==> src/rtl/text_vga_pkg.sv <==
// Shared types and constants for the 80x30 VGA text-mode display.
//   VRAM_WORDS / CTRL_ADDR : VRAM depth; the control register sits at the first word past it
//   CTRL_RESET             : white foreground on black background
//   ctrl_reg_t             : field layout of the colour control register
//   addr_cls_e/addr_class  : host address decode into RAM / control register / out of range
package text_vga_pkg;

   localparam int unsigned VRAM_WORDS = 600;
   localparam int unsigned CTRL_ADDR  = 600;
   localparam logic [31:0] CTRL_RESET = 32'h01FF_E000;

   typedef struct packed {
      logic [6:0] rsvd_hi;   // stored as written, no display meaning
      logic [3:0] fgd_r;
      logic [3:0] fgd_g;
      logic [3:0] fgd_b;
      logic [3:0] bkg_r;
      logic [3:0] bkg_g;
      logic [3:0] bkg_b;
      logic       rsvd_lo;   // stored as written, no display meaning
   } ctrl_reg_t;

   typedef enum logic [1:0] {
      ClsRam,
      ClsCtrl,
      ClsOor
   } addr_cls_e;

   // Words below the VRAM depth hit the RAM, the depth itself is the control
   // register, everything above is accepted but has no backing storage.
   function automatic addr_cls_e addr_class(input int unsigned addr, input int unsigned words);
      if (addr < words) begin
         return ClsRam;
      end else if (addr == words) begin
         return ClsCtrl;
      end
      return ClsOor;
   endfunction

endpackage

==> src/rtl/text_vga_ctrl_reg.sv <==
// Byte-enabled colour control register.
//   CLK, RESET_N : clock, asynchronous active-low reset (loads CTRL_RESET)
//   wr_en        : write strobe, one cycle per accepted host write
//   byte_en      : per-byte write enables
//   wr_data      : write data
//   ctrl         : register contents, updated the cycle after the write
module text_vga_ctrl_reg
   import text_vga_pkg::*;
(
   input  logic        CLK,
   input  logic        RESET_N,
   input  logic        wr_en,
   input  logic [3:0]  byte_en,
   input  logic [31:0] wr_data,
   output logic [31:0] ctrl
);

   ctrl_reg_t ctrl_q;

   always_ff @(posedge CLK or negedge RESET_N) begin
      if (!RESET_N) begin
         ctrl_q <= ctrl_reg_t'(CTRL_RESET);
      end else if (wr_en) begin
         for (int b = 0; b < 4; b++) begin
            if (byte_en[b]) begin
               ctrl_q[8*b +: 8] <= wr_data[8*b +: 8];
            end
         end
      end
   end

   assign ctrl = ctrl_q;

endmodule

==> src/rtl/text_vram_arbiter.sv <==
// Single-port VRAM arbiter and colour control-register owner for the text display.
// One RAM access per cycle, shared between the Avalon-MM host and the glyph fetcher.
//   CLK, RESET_N                     : clock, asynchronous active-low reset
//   AVL_CS/READ/WRITE/BYTE_EN/ADDR/WRITEDATA : Avalon-MM slave command side
//   AVL_WAITREQUEST                  : host stall (combinational)
//   AVL_READDATA/AVL_READDATAVALID   : host read response, fixed latency 2
//   DISP_REQ/DISP_ADDR               : fetcher read request
//   DISP_GNT                         : fetcher request accepted this cycle
//   DISP_VALID/DISP_RDATA            : fetched word, one cycle after the grant
//   RAM_ADDR/WE/BE/WDATA, RAM_RDATA  : synchronous RAM port, 1-cycle read latency
//   CTRL_REG                         : colour control register (word VRAM_WORDS)
// Build option: define VRAM_ARB_STARVE_GUARD_EN to force a host grant after MAX_WAIT
// consecutive denied cycles; otherwise the display has strict priority.
module text_vram_arbiter #(
   parameter int unsigned ADDR_W     = 10,
   parameter int unsigned DATA_W     = 32,
   parameter int unsigned VRAM_WORDS = 600,
   parameter int unsigned MAX_WAIT   = 4
) (
   input  logic              CLK,
   input  logic              RESET_N,
   input  logic              AVL_CS,
   input  logic              AVL_READ,
   input  logic              AVL_WRITE,
   input  logic [3:0]        AVL_BYTE_EN,
   input  logic [ADDR_W-1:0] AVL_ADDR,
   input  logic [DATA_W-1:0] AVL_WRITEDATA,
   output logic              AVL_WAITREQUEST,
   output logic [DATA_W-1:0] AVL_READDATA,
   output logic              AVL_READDATAVALID,
   input  logic              DISP_REQ,
   input  logic [ADDR_W-1:0] DISP_ADDR,
   output logic              DISP_GNT,
   output logic              DISP_VALID,
   output logic [DATA_W-1:0] DISP_RDATA,
   output logic [ADDR_W-1:0] RAM_ADDR,
   output logic              RAM_WE,
   output logic [3:0]        RAM_BE,
   output logic [DATA_W-1:0] RAM_WDATA,
   input  logic [DATA_W-1:0] RAM_RDATA,
   output logic [DATA_W-1:0] CTRL_REG
);

   import text_vga_pkg::*;

   addr_cls_e         host_cls;
   logic              host_req;
   logic              host_wr;
   logic              host_rd;
   logic              host_ram;
   logic              ram_conflict;
   logic              host_forced;
   logic              host_accept;
   logic              ctrl_wr;
   logic [DATA_W-1:0] ctrl;
   logic [DATA_W-1:0] rd_data;

   // Read-tag pipeline: stage 1 remembers which source to sample, stage 2 is the response.
   logic              rd_vld_q;
   addr_cls_e         rd_cls_q;
   logic              rdv_q;
   logic [DATA_W-1:0] rdata_q;
   logic              disp_vld_q;

   assign host_cls = addr_class(32'(AVL_ADDR), VRAM_WORDS);

   always_comb begin
      host_req     = AVL_CS & (AVL_READ | AVL_WRITE);
      // READ and WRITE together count as a write.
      host_wr      = host_req & AVL_WRITE;
      host_rd      = host_req & AVL_READ & ~AVL_WRITE;
      host_ram     = host_req & (host_cls == ClsRam);
      ram_conflict = host_ram & DISP_REQ;
   end

`ifdef VRAM_ARB_STARVE_GUARD_EN
   localparam int unsigned CNT_W = $clog2(MAX_WAIT + 1);

   logic [CNT_W-1:0] starve_q;
   logic [CNT_W-1:0] starve_d;

   assign host_forced = ram_conflict & (starve_q == CNT_W'(MAX_WAIT));

   // Counts consecutive denied host RAM cycles; any accept or dropped request clears it.
   always_comb begin
      starve_d = '0;
      if (host_ram && !host_accept) begin
         starve_d = (starve_q == CNT_W'(MAX_WAIT)) ? starve_q : starve_q + CNT_W'(1);
      end
   end

   always_ff @(posedge CLK or negedge RESET_N) begin
      if (!RESET_N) begin
         starve_q <= '0;
      end else begin
         starve_q <= starve_d;
      end
   end
`else
   assign host_forced = 1'b0;
`endif

   // Reset gates the handshake directly so nothing is granted while RESET_N is low.
   always_comb begin
      AVL_WAITREQUEST = ~RESET_N | (ram_conflict & ~host_forced);
      DISP_GNT        = RESET_N & DISP_REQ & ~host_forced;
      host_accept     = host_req & ~AVL_WAITREQUEST;
      ctrl_wr         = host_accept & host_wr & (host_cls == ClsCtrl);
   end

   always_comb begin
      RAM_ADDR  = AVL_ADDR;
      RAM_WE    = 1'b0;
      RAM_BE    = 4'b0000;
      RAM_WDATA = AVL_WRITEDATA;
      if (DISP_GNT) begin
         RAM_ADDR = DISP_ADDR;
      end else if (host_accept && host_ram && host_wr) begin
         RAM_WE = 1'b1;
         RAM_BE = AVL_BYTE_EN;
      end
   end

   text_vga_ctrl_reg u_ctrl_reg (
      .CLK     (CLK),
      .RESET_N (RESET_N),
      .wr_en   (ctrl_wr),
      .byte_en (AVL_BYTE_EN),
      .wr_data (AVL_WRITEDATA),
      .ctrl    (ctrl)
   );

   // Sampled one cycle after accept, when the RAM word is on RAM_RDATA. A control-register
   // write cannot land in that cycle's predecessor, so ctrl already holds the right value.
   always_comb begin
      rd_data = '0;
      unique case (rd_cls_q)
         ClsRam:  rd_data = RAM_RDATA;
         ClsCtrl: rd_data = ctrl;
         default: rd_data = '0;
      endcase
   end

   always_ff @(posedge CLK or negedge RESET_N) begin
      if (!RESET_N) begin
         rd_vld_q   <= 1'b0;
         rd_cls_q   <= ClsRam;
         rdv_q      <= 1'b0;
         rdata_q    <= '0;
         disp_vld_q <= 1'b0;
      end else begin
         rd_vld_q   <= host_accept & host_rd;
         rd_cls_q   <= host_cls;
         rdv_q      <= rd_vld_q;
         disp_vld_q <= DISP_GNT;
         if (rd_vld_q) begin
            rdata_q <= rd_data;
         end
      end
   end

   assign AVL_READDATA      = rdata_q;
   assign AVL_READDATAVALID = rdv_q;
   assign DISP_VALID        = disp_vld_q;
   assign DISP_RDATA        = RAM_RDATA;
   assign CTRL_REG          = ctrl;

endmodule

==> config.mk <==
export PLATFORM = sky130hd
export DESIGN_NAME = text_vram_arbiter
export DESIGN_NICKNAME = d
export VERILOG_FILES = /design/src/rtl/text_vga_pkg.sv /design/src/rtl/text_vga_ctrl_reg.sv /design/src/rtl/text_vram_arbiter.sv
export SDC_FILE = /design/constraint.sdc
export NUM_CORES = 1
export LEC_CHECK = 0
export CORE_MARGIN = 3
export CORE_UTILIZATION = 33
export DETAILED_ROUTE_END_ITERATION = 10
export HOLD_SLACK_MARGIN = 0.06
export PLACE_DENSITY = 0.78
export SLEW_MARGIN = 10
export SYNTH_ARGS = -nofsm -noshare
export SYNTH_HDL_FRONTEND = slang
export SYNTH_SLANG_ARGS = --single-unit
==> constraint.sdc <==
create_clock -name CLK -period 1.65 [get_ports CLK]
set_clock_uncertainty 0.15 [all_clocks]
set_input_delay 0.2475 -clock CLK [delete_from_list [all_inputs] [get_ports CLK]]
set_output_delay 0.2475 -clock CLK [all_outputs]
set_load 0.005 [all_outputs]
# Yosys cells after proc, flatten, opt, wreduce, memory -nomap -nowiden
# Index checks and enable logic that the tools add are counted.
[word_totals]
register_bits = 69
wordCells = 55
[classes]
reduce_logical = 8
order_cmp = 1
mux = 11
bitwise = 16
n_eq_ne = 3
[op_table]
columns = ["cell", "count"]
rows = [
  ["$pmux W32 S2", 1],
  ["$and A1 B1 Y1", 11],
  ["$eq A10 B10 Y1 const B", 1],
  ["$lt A10 B10 Y1 const B", 1],
  ["$mux W10", 1],
  ["$mux W4", 2],
  ["$reduce_and A2 Y1", 4],
  ["$mux W2", 3],
  ["$eq A2 B1 Y1 const B", 2],
  ["$logic_not A2 Y1", 2],
  ["$mux W1", 4],
  ["$not A1 Y1", 3],
  ["$logic_and A1 B1 Y1", 2],
  ["$or A1 B1 Y1", 2],
]

# Longest topological paths before layout
# Gate-level depths: netlist of the first run.
[logic_depth]
word_depth = 14
ltp_mapped = 4
depth_no_buf = 3

# By module
# Synthesis of the first run repeated with hierarchy kept, for this count alone.
[hier_totals]
hier_cells = 308
hier_area_um2 = 3580.9
[modules_own_cells]
columns = ["module", "area_each_um2", "cells_each", "instances", "seq_area_each_um2"]
rows = [
  ["text_vram_arbiter", 2379.8, 240, 1, 925.9],
  ["text_vga_ctrl_reg", 1201.2, 68, 1, 815.8],
]

# Worst setup path after synthesis of the first run
# OpenSTA, ideal clock, no wires.
[synth_timing]
path_kind = "input to register"
from = "input port AVL_ADDR[5]"
to = "register u_ctrl_reg.ctrl_q (netlist bit u_ctrl_reg.ctrl[0])"
n_path_buf = 1
slack_ns = -0.363
cell_stages = 4
arrival_time_ns = 1.738
path_cell_list = "or4_1 buf_2 nor4_4 mux2_2"
[synth_between]
elab_chain_cells = 13
word_cells_on_any_way = 16
[synth_lines]
columns = ["item", "line_no", "text"]
rows = [
  ["start, declared", "text_vram_arbiter.sv:26", "input logic [ADDR_W-1:0] AVL_ADDR,"],
  ["parallel branches: the longest is 3 deep, another holds $lt A10 B10 Y1", "n/a", ""],
  ["$mux W2 *", "text_vga_pkg.sv:37", "return ClsOor;"],
  ["$logic_not A2 Y1", "text_vram_arbiter.sv:72", "host_ram = host_req & (host_cls == ClsRam);"],
  ["$and A1 B1 Y1", "text_vram_arbiter.sv:72", ""],
  ["$and A1 B1 Y1", "text_vram_arbiter.sv:73", "ram_conflict = host_ram & DISP_REQ;"],
  ["$or A1 B1 Y1", "text_vram_arbiter.sv:105", "AVL_WAITREQUEST = ~RESET_N | (ram_conflict & ~host_forced);"],
  ["$not A1 Y1", "text_vram_arbiter.sv:107", "host_accept = host_req & ~AVL_WAITREQUEST;"],
  ["$and A1 B1 Y1", "text_vram_arbiter.sv:107", ""],
  ["$and A1 B1 Y1", "text_vram_arbiter.sv:108", "ctrl_wr = host_accept & host_wr & (host_cls == ClsCtrl);"],
  ["$and A1 B1 Y1 *", "text_vram_arbiter.sv:108", ""],
  ["$reduce_and A2 Y1 (no line) *", "n/a", ""],
  ["end signal, assigned", "text_vga_ctrl_reg.sv:22", "ctrl_q <= ctrl_reg_t'(CTRL_RESET);"],
  ["end signal, assigned by index", "text_vga_ctrl_reg.sv:26", "ctrl_q[8*b +: 8] <= wr_data[8*b +: 8];"],
  ["end, declared", "text_vga_ctrl_reg.sv:18", "ctrl_reg_t ctrl_q;"],
]
# Mark *: on every way between the ends.
# A chain may end at the register's enable or synchronous reset.

# Worst setup path in the final report of the first run
[layout_timing]
from = "input port AVL_ADDR[5]"
to = "register u_ctrl_reg.ctrl_q (netlist bit u_ctrl_reg.ctrl[25])"
# Same word-level chain as after synthesis.

==> impl_metrics.env, run 1 <==
export IMPL_grt_pass1_vias=3557
export IMPL_antenna_found_initial=0
export IMPL_clock_latency_ps=340
export IMPL_cp_start_kind="input pin"
export IMPL_met2_usage_pct=35.7
export IMPL_wirelength_mm=12.5
export IMPL_area_growth_pct=83.1
export IMPL_violations="negative setup slack"
export IMPL_hold_viol_final=0
export IMPL_core_area_sq_um=10600
export IMPL_grt_use_met3_pct=5.82
export IMPL_first_pass_iters=4
export IMPL_switchingPower_mw=1.18
export IMPL_io_pins=241
export IMPL_holdPathEnd="rd_cls_q[1]"
export IMPL_worstRegToRegCells=3
export IMPL_min_period_ps=1700
export IMPL_slew_violations=0
export IMPL_top_usage_layer="met2"
export IMPL_end_kind="flop"
export IMPL_yosys_warnings=0
export IMPL_min_delay_path_depth=3
export IMPL_syn_num_nets=417
export IMPL_worst_path_max_fanout=8
export IMPL_cp_data_arrival_time_ps=1780
export IMPL_use_met1_pct=21.3
export IMPL_cts_made_buffers=9
export IMPL_rsz0062_at_grt="yes"
export IMPL_detail_route_vias_per_cell=4.72
export IMPL_clk_pin_slew_ps=70
export IMPL_cap_violations=0
export IMPL_hp_class="in2reg"
export IMPL_netlist_area_leader_share_pct=38.9
export IMPL_yosysSeqAreaShare_pct=47.6
export IMPL_routedWlPerCell_um=17.8
export IMPL_htree_levels=3
export IMPL_syn_area_sq_um=3660
export IMPL_dp_hpwl_mm=9.33
export IMPL_grt_util_all_layers_pct=19.3
export IMPL_yosysTopAreaCell="dfrtp_1"
export IMPL_pre_cts_ws_ps=-755
export IMPL_overflow=0
export IMPL_p_seq_share_pct=42.9
export IMPL_fin_crit_sh_pct=103
export IMPL_crit_type="in2reg"
export IMPL_root_buffer="clkbuf_8"
export IMPL_final_cells=705
export IMPL_rrSetupSlack_ps=350
export IMPL_comb_power_share_pct=27.7
export IMPL_ys_top_cells_by_area="dfrtp_1 39%, buf_4 13%, mux2_2 11%, mux2i_1 8.7%, dfstp_2 8.6%"
export IMPL_p_leak_nw=3.56
export IMPL_finalSetupTns_ps=-563
export IMPL_hold_start="AVL_ADDR[7]"
export IMPL_slew_headroom_pct=66.9
export IMPL_placementRows=37
export IMPL_clkPwrFrac_pct=29.3
export IMPL_r2r_end="AVL_READDATA[1]"
export IMPL_ir_drop_mv=0.384
export IMPL_place_congestion=0.894
export IMPL_io_buffers=240
export IMPL_internal_power_mw=3.44
export IMPL_cts_tree="done"
export IMPL_grt_pass1_wl_mm=19.0
export IMPL_start_util_pct=34.7
export IMPL_drc=0
export IMPL_fp_dieH_um=111
export IMPL_drtIter0Drc=135
export IMPL_powerDensity_nw_per_um2=689
export IMPL_diodes=0
export IMPL_yosysUniqueCellTypes=28
export IMPL_layout_setup_ws_ps=-48.0
export IMPL_clk_path_buf_depth=2
export IMPL_placedCellCount=659
export IMPL_worstPathRequired_ps=1730
export IMPL_dieArea_sq_um=12400
export IMPL_drive_gt1_share_pct=29.7
export IMPL_fmax_ghz=0.589
export IMPL_finalSetupViolations=27
export IMPL_die_x_um=111
export IMPL_detail_route_antenna_nets=0
export IMPL_sw_frac_of_total_pct=25.5
export IMPL_grt_max_degree=39
export IMPL_dr_total_vias=3331
export IMPL_ys_seq_elements=69
export IMPL_syn_area_per_cell_sq_um=11.3
export IMPL_final_nets=658
export IMPL_fillCellCount=854
export IMPL_worst_pin_slew_ps=496
export IMPL_r2r_start="rd_cls_q[0]"
export IMPL_clkSinkCount=69
export IMPL_status="finished with violations"
export IMPL_synthCells=323
-- cell usage after synthesis --
library cell,instances
o31ai_1,1
dfstp_2,12
mux2_1,4
o21a_1,2
nor3_1,5
o211ai_1,1
nand2_1,2
a31o_2,1
nor2_1,2
buf_1,4
o21ai_0,2
nand3_1,1
buf_4,64
dfrtp_1,57
o22ai_1,32
a21o_1,1
buf_2,1
nand4_1,5
clkbuf_1,9
nand4bb_1,1
and4b_1,1
mux2_2,37
a21oi_1,1
or4_1,1
nand2b_1,1
mux2i_1,32
inv_1,39
nor4_4,4
-- cells by family after synthesis --
family / count (synthesis) / share of synthesized area (%)
AOI/OAI and AO/OA: 41 / 7.14
and+or+nand+nor: 23 / 5.36
DFF: 69 / 47.6
buffers and inverters: 117 / 18.6
muxes: 73 / 21.4
-- flip-flops by register name (all words and copies together), names as in the netlist --
register,flops
rd_vld_q,1
DISP_VALID,1
rd_cls_q,2
AVL_READDATAVALID,1
u_ctrl_reg.ctrl,32
AVL_READDATA,32
-- area by class of cell --
class	instances	area [sq um]	area share, %
clock buffers	12	145	2.16
clock inverters	4	47.5	0.709
inverters	39	146	2.18
multi-input cells	137	1420	21.1
flip-flops and latches	69	1740	26.0
well taps	136	170	2.54
repair buffers	308	3040	45.3
-- repair_timing --
| item | in CTS | in global routing |
|---|---|---|
| endpoints found under the hold margin | 34 | 0 |
| setup buffers | 23 | 4 |
| pin swaps | 11 | 5 |
| hold buffers | 2 | 0 |
| gates resized for setup | 168 | 61 |
| gates cloned | 1 | 0 |
| endpoints found under the setup margin | 105 | 116 |
-- worst max path at each step --
stage	startpoint	endpoint	slack (ps)	cells after the start
6_report	AVL_ADDR[5]	u_ctrl_reg.ctrl[25]	-50	6
5_1_grt	AVL_ADDR[5]	RAM_BE[2]	-60	6
4_1_cts	AVL_ADDR[5]	u_ctrl_reg.ctrl[1]	-120	6
3_5_place_dp	AVL_ADDR[5]	AVL_WAITREQUEST	-750	5
3_3_place_gp	AVL_ADDR[5]	AVL_WAITREQUEST	-770	5
2_1_floorplan	AVL_ADDR[5]	u_ctrl_reg.ctrl[0]	-270	4
-- power by group through the flow --
| stage | registers, mW | logic, mW | clock network (mW) |
|---|---|---|---|
| finish | 1.98 | 1.28 | 1.36 |
| global route | 2.00 | 1.38 | 1.49 |
| CTS | 1.99 | 1.31 | 1.42 |
| detailed placement | 2.02 | 1.32 | 0 |
| global placement | 2.01 | 1.29 | 0 |
| floorplan | 2.03 | 0.394 | 0 |
-- metal layers --
| layer | vias to the layer above | wire length, um |
|---|---|---|
| met3 | 17 | 1070 |
| met2 | 165 | 6620 |
| li1 | 1544 | - |
| met5 | - | 0 |
| met1 | 1605 | 4660 |
| met4 | 0 | 183 |
-- critical path: stages --
cell	delay, ps
buf_8	100
or4_4	590
buf_12	160
nor4_4	190
buf_12	180
mux2_4	300
-- layout by cell type (no fill, tap or decap), types with 15 or more instances in the layout --
cell type	n
o22ai_1	32
mux2_4	29
buf_4	53
clkdlybuf4s50_1	118
buf_2	15
dlygate4sd2_1	52
dlymetal6s2s_1	47
dfrtp_1	56
mux2i_1	32
inv_1	38
-- stage by stage --
step                hold WS (ps)  instance area (sq um)  power, mW  utilization [%]
floorplan                   -198                   3690       2.42                -
global placement            72.4                   6090       3.30             57.7
detailed placement          69.7                   6090       3.33             57.7
CTS                          108                   6520       4.71             61.7
global route                 119                   6710       4.88             63.5
finish                       119                   6710       4.62             63.5
Power figures use the tool's default switching activity.
==> inputs of run 2 (changes only) <==
--- a/config.mk
+++ b/config.mk
@@ -6,10 +6,10 @@
 export NUM_CORES = 1
 export LEC_CHECK = 0
 export CORE_MARGIN = 3
-export CORE_UTILIZATION = 33
+export CORE_UTILIZATION = 36
 export DETAILED_ROUTE_END_ITERATION = 10
 export HOLD_SLACK_MARGIN = 0.06
-export PLACE_DENSITY = 0.78
+export PLACE_DENSITY = 0.8
 export SLEW_MARGIN = 10
 export SYNTH_ARGS = -nofsm -noshare
 export SYNTH_HDL_FRONTEND = slang
==> constraint.sdc (replaced) <==
create_clock -name CLK -period 1.9 [get_ports CLK]
set_clock_uncertainty 0.15 [all_clocks]
set_input_delay 0.285 -clock CLK [delete_from_list [all_inputs] [get_ports CLK]]
set_output_delay 0.285 -clock CLK [all_outputs]
set_load 0.005 [all_outputs]
==> run 2 against run 1 <==
The flow now finishes without violations; global-route usage is 0.31 points lower; critical path type is now in2out; non-clock buffer count is 38 lower; largest cell class unchanged; first-iteration DRC count decreased by 42%; routed wire length is 11% lower; critical path depth unchanged.
==> impl_metrics.env, run 2 (synthesized netlist as in run 1, its figures left out) <==
export IMPL_r2r_start="rd_cls_q[0]"
export IMPL_place_congestion=0.840
export IMPL_fmax_ghz=0.536
export IMPL_detail_route_antenna_nets=0
export IMPL_multi_input_area_sq_um=1280
export IMPL_start_util_pct=37.3
export IMPL_finalSetupViolations=0
export IMPL_grt_pass1_vias=3262
export IMPL_drive_gt1_share_pct=21.5
export IMPL_powerDensity_nw_per_um2=684
export IMPL_final_cells=664
export IMPL_grt_max_degree=70
export IMPL_wirelength_mm=11.2
export IMPL_clkSinkCount=69
export IMPL_status="completed"
export IMPL_area_growth_pct=70.6
export IMPL_placementRows=36
export IMPL_die_x_um=107
export IMPL_final_nets=620
export IMPL_internal_power_mw=3.27
export IMPL_cts_made_buffers=9
export IMPL_ir_drop_mv=0.317
export IMPL_ff_latch_area_sq_um=1740
export IMPL_comb_power_share_pct=26.0
export IMPL_top_layer="met4"
export IMPL_worst_path_max_fanout=5
export IMPL_switchingPower_mw=0.999
export IMPL_core_area_sq_um=9820
export IMPL_p_leak_nw=2.70
export IMPL_worst_pin_slew_ps=859
export IMPL_p_seq_share_pct=40.4
export IMPL_hp_class="in2async"
export IMPL_clkPwrFrac_pct=33.7
export IMPL_routedWlPerCell_um=16.8
export IMPL_placedCellCount=645
export IMPL_grt_util_all_layers_pct=19.0
export IMPL_clk_pin_slew_ps=70
export IMPL_cts_tree="done"
export IMPL_startpoint="DISP_REQ"
export IMPL_clk_path_buf_depth=2
export IMPL_io_pins=241
export IMPL_wl_met3_um=882
export IMPL_mostFrequentLayoutCells="209 x clkdlybuf4s50_1, 56 x dfrtp_1, 38 x inv_1"
export IMPL_first_pass_iters=4
export IMPL_finalHoldWorstSlack_ps=195
export IMPL_worstPathRequired_ps=1460
export IMPL_diodes=0
export IMPL_rsz0062_at_grt="yes"
export IMPL_crit_type="in2out"
export IMPL_cp_data_arrival_time_ps=1430
export IMPL_root_buffer="clkbuf_8"
export IMPL_io_buffers=240
export IMPL_fp_dieH_um=107
export IMPL_dp_hpwl_mm=8.86
export IMPL_wl_met1_mm=3.95
export IMPL_fin_crit_sh_pct=98.1
export IMPL_dr_total_vias=3117
export IMPL_final_common_cell="clkdlybuf4s50_1"
export IMPL_end_kind="primary output"
export IMPL_fillCellCount=799
export IMPL_sw_frac_of_total_pct=23.4
export IMPL_clock_latency_ps=320
export IMPL_htree_levels=3
export IMPL_overflow=0
export IMPL_min_period_ps=1860
export IMPL_cp_start_kind="input pin"
export IMPL_wl_met2_mm=6.21
export IMPL_cts_hold_fix_buffers=0
export IMPL_detail_route_vias_per_cell=4.69
export IMPL_drtIter0Drc=78
export IMPL_dieArea_sq_um=11400
export IMPL_total_power_mw=4.27
export IMPL_grt_pass1_wl_mm=17.1
export IMPL_hold_viol_final=0
export IMPL_drc=0
export IMPL_cap_violations=0
export IMPL_antenna_found_initial=0
export IMPL_slew_headroom_pct=42.7
export IMPL_slew_violations=0
## run 2: changes by cell type in the layout (fill, tap and decap cells not counted), sizes merged
cell	change
clkdlybuf4s15	-1
dlygate4sd3	-2
clkbuf	+5
bufinv	+2
clkdlybuf4s50	+91
dlygate4sd2	-33
clkinvlp	-1
clkinv	-1
buf	-52
dlymetal6s2s	-46
## run 2: critical path: stages
cell and delay (ps):
dlygate4sd2_1 260, buf_4 140, inv_2 60, nand4_1 240, nor3_1 210, clkdlybuf4s15_1 230
## run 2: metal layers
layer	vias up	track usage (%)
li1	1466	-
met1	1507	20.0
met2	136	36.8
met3	8	5.60
met4	0	4.66
met5	-	0
## run 2: final cells by class
| type | count | area share (%) |
|---|---|---|
| repair buffers | 270 | 42.7 |
| well taps | 133 | 2.66 |
| clock inverters | 4 | 1.52 |
| inverters | 39 | 2.34 |
| flip-flops and latches | 69 | 27.9 |
| clock buffers | 12 | 2.32 |
| multi-input cells | 137 | 20.6 |
## run 2: power groups by stage
| stage | sequential, mW | combinational, mW | clock, mW |
|---|---|---|---|
| after global routing | 1.74 | 1.20 | 1.56 |
| after global placement | 1.74 | 1.12 | 0 |
| after detailed placement | 1.75 | 1.14 | 0 |
| after floorplan | 1.76 | 0.342 | 0 |
| after CTS | 1.73 | 1.13 | 1.48 |
| final | 1.72 | 1.11 | 1.44 |
## run 2: repair_timing
action	CTS	global route
setup endpoints to repair	49	12
pin swaps	8	5
endpoints found under the hold margin	0	0
gates resized for setup	42	17
buffers inserted	3	0
## run 2: worst paths after layout
check | to | slack [ps] | cells after the start
max | RAM_BE[3] | 40 | 6
min | u_ctrl_reg.ctrl[28] | 200 | 3
max reg2reg | AVL_READDATA[11] | 650 | 3
min reg2reg | AVL_READDATA[20] | 380 | 2
max in group asynchronous | rd_cls_q[0] | 780 | 3
min in group CLK | rd_cls_q[0] | 260 | 4
## run 2: per-stage QoR
stage	worst slack [ps]	instance area [sq um]	utilization [%]	setup TNS, ps
after floorplan	-61.0	3680	-	-1010
after global placement	-491	5990	61.0	-20100
after detailed placement	-521	5990	61.0	-21280
after CTS	14.5	6250	63.7	0
after global routing	3.20	6250	63.6	0
final	36.0	6250	63.6	0
==> inputs of run 3 (changes only) <==
--- a/config.mk
+++ b/config.mk
@@ -5,11 +5,12 @@
 export SDC_FILE = /design/constraint.sdc
 export NUM_CORES = 1
 export LEC_CHECK = 0
-export CORE_MARGIN = 3
-export CORE_UTILIZATION = 36
+export ABC_AREA = 1
+export CORE_MARGIN = 8
+export CORE_UTILIZATION = 38
 export DETAILED_ROUTE_END_ITERATION = 10
 export HOLD_SLACK_MARGIN = 0.06
-export PLACE_DENSITY = 0.8
+export PLACE_DENSITY = 0.81
 export SLEW_MARGIN = 10
 export SYNTH_ARGS = -nofsm -noshare
 export SYNTH_HDL_FRONTEND = slang
==> run 3 against run 2 <==
Hold slack worse by 79 ps; maximum frequency down 1.4%; via count up 20%; cell count up 20%; synthesized cell count up 39%; non-clock buffer count up 8; register-to-register slack worse by 430 ps; setup slack worse by 26 ps; area after synthesis up 9.7%; routed wire length up 24%; largest cell class unchanged; core utilization down 0.059 points.
==> impl_metrics.env, run 3 <==
export IMPL_worst_path_max_fanout=3
export IMPL_place_area_sq_um=6240
export IMPL_worst_pin_slew_ps=736
export IMPL_cp_start_kind="input pin"
export IMPL_r2r_end="AVL_READDATA[15]"
export IMPL_yosysUniqueCellTypes=27
export IMPL_worstPathRequired_ps=1460
export IMPL_area_growth_pct=62.6
export IMPL_cap_violations=0
export IMPL_routedWlPerCell_um=17.4
export IMPL_place_congestion=0.868
export IMPL_detail_route_antenna_nets=0
export IMPL_syn_num_nets=544
export IMPL_fillCellCount=887
export IMPL_fp_dieH_um=119
export IMPL_placedCellCount=770
export IMPL_ys_seq_elements=69
export IMPL_end_kind="primary output"
export IMPL_clk_pin_slew_ps=70
export IMPL_dr_total_vias=3734
export IMPL_start_util_pct=39.1
export IMPL_clk_path_buf_depth=2
export IMPL_netlist_area_leader_share_pct=35.5
export IMPL_io_buffers=240
export IMPL_p_leak_nw=3.09
export IMPL_r2r_start="rd_cls_q[1]"
export IMPL_min_delay_path_depth=2
export IMPL_diodes=0
export IMPL_dp_hpwl_mm=10.9
export IMPL_hold_start="AVL_WRITE"
export IMPL_grt_util_all_layers_pct=19.2
export IMPL_detail_route_vias_per_cell=4.70
export IMPL_grt_pass1_vias=4169
export IMPL_syn_area_per_cell_sq_um=8.93
export IMPL_cts_tree="done"
export IMPL_powerDensity_nw_per_um2=651
export IMPL_drive_gt1_share_pct=18.5
export IMPL_final_cells=795
export IMPL_ys_top_cells_by_count="70 x inv_1, 70 x nand2_1, 64 x buf_4, 57 x dfrtp_1, 33 x nand3_1"
export IMPL_cts_made_buffers=9
export IMPL_finalInstanceArea_sq_um=6530
export IMPL_final_common_cell="clkdlybuf4s50_1"
export IMPL_worstRegToRegCells=3
export IMPL_multi_input_area_sq_um=1390
export IMPL_min_period_ps=1890
export IMPL_overflow=0
export IMPL_syn_area_sq_um=4020
export IMPL_drtIter0Drc=193
export IMPL_slew_violations=0
export IMPL_ir_drop_mv=0.409
export IMPL_grt_max_degree=59
export IMPL_clock_latency_ps=330
export IMPL_htree_levels=3
export IMPL_wirelength_mm=13.9
export IMPL_crit_type="in2out"
export IMPL_ys_top_cells_by_area="dfrtp_1 36%, buf_4 12%, mux2_2 9.0%, dfstp_2 7.9%, inv_1 6.5%"
export IMPL_grt_pass1_wl_mm=22.0
export IMPL_ff_latch_area_sq_um=1740
export IMPL_mostFrequentLayoutCells="215 x clkdlybuf4s50_1, 68 x nand2_1, 68 x inv_1"
export IMPL_finalSetupTns_ps=0
export IMPL_clkSinkCount=69
export IMPL_fmax_ghz=0.529
export IMPL_slew_headroom_pct=50.9
export IMPL_root_buffer="clkbuf_8"
export IMPL_finalSetupViolations=0
export IMPL_synth_flop_cell="dfrtp_1"
export IMPL_rrSetupSlack_ps=220
export IMPL_yosys_warnings=0
export IMPL_drc=0
export IMPL_synth_edf_count=0
export IMPL_synthCells=450
export IMPL_final_core_util_pct=63.6
export IMPL_hold_viol_final=0
export IMPL_dieArea_sq_um=14100
export IMPL_hp_class="in2reg"
export IMPL_fin_crit_sh_pct=99.5
export IMPL_status="completed"
export IMPL_cp_data_arrival_time_ps=1460
export IMPL_die_x_um=119
export IMPL_async_reset_ff_share_pct=100
export IMPL_core_area_sq_um=10300
export IMPL_yosysTopAreaCell="dfrtp_1"
export IMPL_final_nets=748
export IMPL_first_pass_iters=6
export IMPL_io_pins=241
export IMPL_antenna_found_initial=0
export IMPL_holdPathEnd="rd_vld_q"
export IMPL_yosysSeqAreaShare_pct=43.4
export IMPL_placementRows=37
-- run 3: cell count changes in the layout (fill, tap and decap cells not counted), moves of 4 or more --
cell	delta
mux2_4	-4
buf_4	+8
clkinv_1	+4
mux2_1	-4
nand2_1	+67
nor2_1	+4
mux2i_1	-32
o21bai_1	+32
nor4_4	-4
nand4_1	-4
clkdlybuf4s50_1	+6
dlygate4sd2_1	-12
inv_1	+30
nand3_1	+32
-- run 3: where the power goes --
part / internal, mW / switching, mW / total (mW)
clock network: 0.908 / 0.539 / 1.45
registers: 1.62 / 0.0742 / 1.69
logic: 0.728 / 0.385 / 1.11
-- run 3: worst max-delay path by stage --
stage                      startpoint               end  slack (ps)  cells after the start
after floorplan              rd_vld_q  AVL_READDATA[10]         430                      3
after global placement    AVL_ADDR[8]         RAM_BE[1]        -520                      7
after detailed placement  AVL_ADDR[8]         RAM_BE[1]        -550                      7
after CTS                 AVL_ADDR[5]         RAM_BE[1]        -0.8                     10
after global routing           AVL_CS         RAM_BE[1]         -20                      9
final                     AVL_ADDR[5]         RAM_BE[1]          10                     10
-- run 3: routing by layer --
layer,global-route usage (%),up-vias,part of all wire (%)
met5,0,-,0
met4,4.03,0,0.54
met3,8.33,8,9.1
met2,34.2,158,53
met1,20.6,1775,38
li1,-,1793,-
-- run 3: what timing repair did --
item	in CTS	in global routing
hold endpoints to repair	57	0
endpoints found under the setup margin	17	9
pin swaps	4	10
setup buffers	4	2
gates cloned	1	0
resized for setup	48	17
hold buffers	2	0
-- run 3: worst max-delay path: stages --
cell             delay (ps)
clkdlybuf4s15_1         190
inv_2                    70
nand2_1                  70
nand2_2                  80
and3_4                  180
nand4_1                  90
buf_6                   150
buf_6                   120
nor2_1                   90
buf_2                   130
-- run 3: through the flow --
step | power (mW) | setup WS, ps | hold WS, ps
floorplan | 2.09 | 425 | -161
global placement | 2.82 | -517 | 147
detailed placement | 2.85 | -551 | 153
CTS | 4.31 | -0.802 | 87.5
global route | 4.47 | -20.8 | 97.9
finish | 4.25 | 9.52 | 117
-- run 3: layout make-up --
class / instances / area share, %
Timing Repair Buffer: 278 / 41.3
Clock inverter: 4 / 1.46
Clock buffer: 12 / 2.22
Sequential cell: 69 / 26.7
Tap cell: 136 / 2.61
Inverter: 76 / 4.41
Multi-Input combinational cell: 219 / 21.2
Timing Repair inverter: 1 / 0.115
-- run 3: cells by family (layout without fill, tap and decap cells) --
kind of cell	Yosys count	in the layout	synth area share [%]
compound gates	67	67	11.3
simple gates	120	120	13.8
buf+inv	162	371	22.5
mux	32	32	8.97
flops	69	69	43.4
